## src/rtl/iob_native_axil_bridge.sv

```systemverilog
// rtl/iob_native_axil_bridge.sv - native valid/ready request bus to AXI4-Lite master bridge
module iob_native_axil_bridge #(
   parameter int ADDR_W = 32,
   parameter int DATA_W = 32
) (
   input  logic                clk,
   input  logic                reset,
   input  logic                valid,
   input  logic [ADDR_W-1:0]   addr,
   input  logic [DATA_W-1:0]   wdata,
   input  logic [DATA_W/8-1:0] wstrb,
   output logic [DATA_W-1:0]   rdata,
   output logic                ready,
   output logic                resp_err,
   output logic                m_axi_awvalid,
   input  logic                m_axi_awready,
   output logic [ADDR_W-1:0]   m_axi_awaddr,
   output logic                m_axi_wvalid,
   input  logic                m_axi_wready,
   output logic [DATA_W-1:0]   m_axi_wdata,
   output logic [DATA_W/8-1:0] m_axi_wstrb,
   input  logic                m_axi_bvalid,
   output logic                m_axi_bready,
   input  logic [1:0]          m_axi_bresp,
   output logic                m_axi_arvalid,
   input  logic                m_axi_arready,
   output logic [ADDR_W-1:0]   m_axi_araddr,
   input  logic                m_axi_rvalid,
   output logic                m_axi_rready,
   input  logic [DATA_W-1:0]   m_axi_rdata,
   input  logic [1:0]          m_axi_rresp
);

   localparam int STRB_W = DATA_W / 8;
   localparam int OFF_W  = (DATA_W == 64) ? 3 : 2;
   // Clears the byte-offset bits so AXI sees word-aligned addresses.
   localparam logic [ADDR_W-1:0] ADDR_MASK = {ADDR_W{1'b1}} << OFF_W;

   typedef enum logic [2:0] {IDLE, WADDR, WRESP, RADDR, RDATA, ACK} state_t;

   state_t              state;
   state_t              state_nxt;
   logic [ADDR_W-1:0]   addr_q;
   logic [DATA_W-1:0]   wdata_q;
   logic [STRB_W-1:0]   wstrb_q;
   logic                aw_done;
   logic                w_done;
   logic                aw_hs;
   logic                w_hs;

   assign aw_hs        = m_axi_awvalid & m_axi_awready;
   assign w_hs         = m_axi_wvalid & m_axi_wready;
   assign m_axi_awaddr = addr_q;
   assign m_axi_araddr = addr_q;
   assign m_axi_wdata  = wdata_q;
   assign m_axi_wstrb  = wstrb_q;

   // State register; reset abandons any in-flight AXI transfer.
   always_ff @(posedge clk or negedge reset) begin
      if (!reset) begin
         state <= IDLE;
      end else begin
         state <= state_nxt;
      end
   end

   // Next-state and AXI channel handshake outputs decoded from the current state.
   always_comb begin
      state_nxt     = state;
      m_axi_awvalid = 1'b0;
      m_axi_wvalid  = 1'b0;
      m_axi_bready  = 1'b0;
      m_axi_arvalid = 1'b0;
      m_axi_rready  = 1'b0;
      case (state)
         IDLE: begin
            if (valid) begin
               state_nxt = (|wstrb) ? WADDR : RADDR;
            end
         end
         WADDR: begin
            // AW and W retire independently; leave only once both have handshaken.
            m_axi_awvalid = ~aw_done;
            m_axi_wvalid  = ~w_done;
            if ((aw_done | m_axi_awready) & (w_done | m_axi_wready)) begin
               state_nxt = WRESP;
            end
         end
         WRESP: begin
            m_axi_bready = 1'b1;
            if (m_axi_bvalid) begin
               state_nxt = ACK;
            end
         end
         RADDR: begin
            m_axi_arvalid = 1'b1;
            if (m_axi_arready) begin
               state_nxt = RDATA;
            end
         end
         RDATA: begin
            m_axi_rready = 1'b1;
            if (m_axi_rvalid) begin
               state_nxt = ACK;
            end
         end
         ACK: begin
            state_nxt = IDLE;
         end
         default: begin
            state_nxt = IDLE;
         end
      endcase
   end

   // Request capture, channel-done tracking, response capture and the ready pulse.
   always_ff @(posedge clk or negedge reset) begin
      if (!reset) begin
         addr_q   <= '0;
         wdata_q  <= '0;
         wstrb_q  <= '0;
         aw_done  <= 1'b0;
         w_done   <= 1'b0;
         rdata    <= '0;
         resp_err <= 1'b0;
         ready    <= 1'b0;
      end else begin
         ready <= (state_nxt == ACK);
         case (state)
            IDLE: begin
               if (valid) begin
                  addr_q  <= addr & ADDR_MASK;
                  wdata_q <= wdata;
                  wstrb_q <= wstrb;
                  aw_done <= 1'b0;
                  w_done  <= 1'b0;
               end
            end
            WADDR: begin
               if (aw_hs) begin
                  aw_done <= 1'b1;
               end
               if (w_hs) begin
                  w_done <= 1'b1;
               end
            end
            WRESP: begin
               if (m_axi_bvalid) begin
                  resp_err <= |m_axi_bresp;
               end
            end
            RDATA: begin
               if (m_axi_rvalid) begin
                  rdata    <= m_axi_rdata;
                  resp_err <= |m_axi_rresp;
               end
            end
            ACK: begin
               resp_err <= 1'b0;
            end
            default: begin
            end
         endcase
      end
   end

endmodule

```

## config.mk

```make
export PLATFORM = sky130hd
export DESIGN_NAME = iob_native_axil_bridge
export DESIGN_NICKNAME = d
export VERILOG_FILES = /design/src/rtl/iob_native_axil_bridge.sv
export SDC_FILE = /design/constraint.sdc
export NUM_CORES = 1
export LEC_CHECK = 0
export ABC_AREA = 0
export CORE_MARGIN = 2
export CORE_UTILIZATION = 39
export CTS_BUF_LIST = sky130_fd_sc_hd__clkbuf_8
export DETAILED_ROUTE_END_ITERATION = 10
export GPL_TIMING_DRIVEN = 0
export MAX_ROUTING_LAYER = met4
export PLACE_DENSITY = 0.94
export SETUP_SLACK_MARGIN = 0.1
export SYNTH_ARGS = -nofsm -noshare
export SYNTH_HDL_FRONTEND = slang
export SYNTH_SLANG_ARGS = --single-unit
```

## constraint.sdc

```tcl
create_clock -name clk -period 2.3 [get_ports clk]
set_input_delay 0.345 -clock clk [delete_from_list [all_inputs] [get_ports clk]]
set_output_delay 0.345 -clock clk [all_outputs]
set_load 0.01 [all_outputs]
```

Word-level counts from Yosys, hierarchy flattened
Index checks and enable logic that the tools add are counted.

Muxes and demuxes: 20. Magnitude comparators: 0. Eq/ne operators: 11. Shift operators: 0. Reduce and logical (&&, ||, !) cells: 11. Bitwise operators: 7. Div/mod/pow operators: 0. Multiply operators: 0. $add $sub $neg: 0.

Operator list (count): $mux 3 (5); $pmux 3 s5 (1); $mux 1 (10); $ne 2x2->1 const B (5); $eq 3x3->1 const B (3); $reduce_and 3->1 (3); $eq 3x2->1 const B (2); $pmux 1 s2 (2); $reduce_and 2->1 (2); $reduce_or 2->1 (2); $reduce_or 4->1 (1); $and 1x1->1 (3); $eq 3x1->1 const B (1); $logic_not 3->1 (1); $pmux 1 s3 (1); $reduce_bool 3->1 (1); $mux 2 (1); $not 1->1 (2); $or 1x1->1 (2); $reduce_bool 2->1 (1).

Memories: 0. ROM bits: 0. Bits in latches: 0. Memory bits (writable): 0. Output and inout port bits: 139. Register bits after elaboration: 105. Bits of input ports: 112.

Longest topological paths before layout
Word-level depth: 5. Depth in mapped cells: 6. Mapped depth without buffers: 3.

Least setup slack after synthesis
Ideal clock, no wire load.

Path kind: flip-flop to flip-flop. Start: register state[2]. End: register wdata_q[10] (netlist: m_axi_wdata[10]). Setup slack: 0.690 ns. Setup time: 0.125 ns. Arrival: 1.485 ns. Required time: 2.175 ns. Cell stages (with the launch flop): 6. Cells stage by stage: dfrtp_1 buf_2 nor4b_4 buf_4 buf_4 mux2_2.

Word-level cells in the longest chain between the ends: 2.

RTL lines: start, declared (RTL line 41) `state_t state;`; start signal, assigned (RTL line 63) `state <= state_nxt;`; $logic_not 3->1 (RTL line 129) `case (state)`; $reduce_and 2->1 (no source line); end signal, assigned (RTL line 133) `wdata_q <= wdata;`; end, declared (RTL line 44) `logic [DATA_W-1:0] wdata_q;`.

No other way between the ends. A chain may end at the register's enable or synchronous reset.

Worst setup path after layout
Start: register state[2]. End: register wdata_q[16] (netlist: m_axi_wdata[16]).

Same word-level chain as after synthesis.

==> results.toml <==
[placement]
dp_hpwl_um = 9225
gp_congestion = 0.7404
port_buffers = 244
dp_slack_ns = 0.001740

[detailed_routing]
vias = 3179
dr.pass1.iters = 4
ant_nets = 0
drt_wl_total_um = 11570
wl_per_cell_um = 16.67
drt_iter0_drc = 93
remaining_drc_errors = 0
viasPerCell = 4.581

[grt]
grt_max_degree = 59
grt.total_usage_pct = 19.85
grt_use_met1_pct = 22.60
grt_busiest_layer = "met2"
grt_pass1_vias = 3441
grt_antenna_before_repair = 0
met2_usage_pct = 35.09
grt_overflow = 0
use_met3_pct = 3.168
grt_pass1_wl_um = 17260

[setup_path]
crit_family = "buffers and inverters"
critPathArrivalTime_ns = 2.22
cp_slowest_cell = "nor4b_4"
critPathMaxFanout = 10
path_class = "reg2reg"
cp_num_buf_inv = 3
cp-start-kind = "flop"
worstPathRequired_ns = 2.54
critPathMaxStageDelay_ns = 0.46
cp_cell_sequence = "buf_2 > nor4b_4 > buf_4 > buf_4 > mux2_2"
cp_common_cell = "buf_4"
end_kind = "flop"

[sta]
setup-tns-final_ns = 0
max_freq_mhz = 504.5
period_share_pct = 86.18
worstMarginPinSlew_ns = 0.6445
hold_violations = 4
rsz0062_at_grt = "no"
setup_viol = 0
layout_setup_ws_ns = 0.3179
relSlewSlack_pct = 57.04
slew_viol_final = 0
hold-worst-slack_ns = -0.009643
finalClockSkew_ns = 0.01221
min_period_ns = 1.982

[power_and_ir_drop]
p_int_mw = 6.871
power_mw = 9.991
p_leak_nw = 3.072
power_density_nw_per_um2 = 1388
power_frac_comb_pct = 54.3
seq_power_share_pct = 33.7
ir_drop_mv = 0.7207
p_switching_mw = 3.120
swShare_pct = 31.23
p_clk_share_pct = 12.0

[clock_tree]
hold_buffers = 0
clk_pin_slew_ns = 0.10
clock_path_buffers = 2
clock_latency_ns = 0.36
cts_root_buf = "clkbuf_8"
cts_buffers = 9
clkSinkCount = 105
htree_levels = 3
post_cts_buffers = 0
cts_tree = "yes"

[flow_run]
max_cap_viol_count = 0

[layout]
mostFrequentLayoutCells = "238 x clkdlybuf4s50_1, 104 x dfrtp_1, 99 x mux2_2"
final_nets = 661
final_core_util_pct = 66.40
layout_commonest_cell = "clkdlybuf4s50_1"
area_growth_pct = 66.51
drive_gt1_share_pct = 30.14
antenna_cells = 0

[synth]
ys_seq_elements = 105
synth_area_um2 = 4323
synth_cell_type_count = 24
postSynthCellCount = 290
yosysWarnings = 0
syn_avg_cell_area_um2 = 14.91
ys_seq_area_share_pct = 60.78

[die]
die_w_um = 109.3
die_h_um = 109.3
core_area_um2 = 10840
dieArea_um2 = 11940
initial_core_util_pct = 39.88
pin_count = 251
num_rows = 38

[status]
violations = "negative hold slack"
status = "complete, but fails checks"

[worst_hold_path]
hold_class = "in2async"
## worst paths after layout
check / startpoint / end / slack [ns] / depth (start not counted)
max: state[2] / m_axi_wdata[16] / 0.32 / 5
min: reset / rdata[25] / -0.01 / 1
max reg2reg: state[2] / m_axi_wdata[16] / 0.32 / 5
min reg2reg: rdata[29] / rdata[29] / 0.51 / 1
max in group asynchronous: reset / m_axi_araddr[15] / 1.58 / 2
min in group clk: rdata[29] / rdata[29] / 0.51 / 1
## layout make-up
class                           count  area, um^2
Clock inverter                      4       51.30
Clock buffer                       12       165.2
Buffer                             48       340.3
Sequential cell                   105        2629
Fill cell                         824        3642
Multi-Input combinational cell    140        1373
Tap cell                          140       175.2
Timing Repair Buffer              245        2465
## cell families (layout without fill, tap and decap cells)
kind of cell | Yosys count | count (layout) | synth area share [%]
other | 1 | 4 | 0.08675
AND/OR/NAND/NOR | 21 | 21 | 3.039
AO/OA/AOI/OAI | 13 | 13 | 1.824
multiplexers | 102 | 102 | 26.48
buffers and inverters | 48 | 309 | 7.786
flip-flops | 105 | 105 | 60.78
## repair_timing
item / 4_1_cts / 5_1_grt
gates resized for setup: 8 / 1
setup endpoints to repair: 5 / 1
hold endpoints to repair: 0 / 0
## power by group through the flow
stage / clock (mW) / sequential, mW / combinational [mW]
finish: 1.20 / 3.37 / 5.42
global placement: 0 / 3.33 / 5.32
CTS: 1.25 / 3.37 / 5.50
global route: 1.32 / 3.49 / 5.77
detailed placement: 0 / 3.41 / 5.49
floorplan: 0 / 3.74 / 2.05
## cells in the mapped netlist
cell type,instances,area [um^2]
conb_1,1,3.750
buf_4,39,292.8
and2_1,1,6.260
o21ai_0,2,10.01
nand3b_1,1,7.510
nand2b_1,1,6.260
nand2_1,3,11.26
clkbuf_1,1,3.750
nor2_1,7,26.28
a21o_1,1,7.510
nor4b_4,1,23.77
o21bai_1,1,7.510
mux2i_1,3,30.03
o22a_1,1,8.760
dfrtp_1,105,2628
nor4_1,1,6.260
buf_2,8,40.04
o22ai_1,2,12.51
nor2b_1,3,18.77
a22oi_1,1,7.510
mux2_2,99,1115
nor4bb_1,1,10.01
nor3b_1,2,15.01
a21oi_1,5,25.02
## per-layer routing
metal | vias up | wire length (um)
met5 | - | 0
met4 | 0 | 206
met3 | 16 | 642
met2 | 130 | 6224
met1 | 1547 | 4494
li1 | 1486 | -
## registers in the layout, indices dropped and copies added (netlist names)
name,count
aw_done,1
m_axi_araddr,30
m_axi_wdata,32
m_axi_wstrb,4
rdata,32
ready,1
resp_err,1
state,3
w_done,1
## stage by stage
step | hold slack [ns] | cell area [um^2] | instances
6_report | -0.009643 | 7198 | 694
5_1_grt | 0.02977 | 7198 | 694
3_5_place_dp | 0.4100 | 6977 | 678
3_3_place_gp | 0.4897 | 6952 | 677
2_1_floorplan | 0.04941 | 4334 | 293
4_1_cts | 0.0001091 | 7196 | 694
Note: power is estimated with default switching activity, not from simulation.
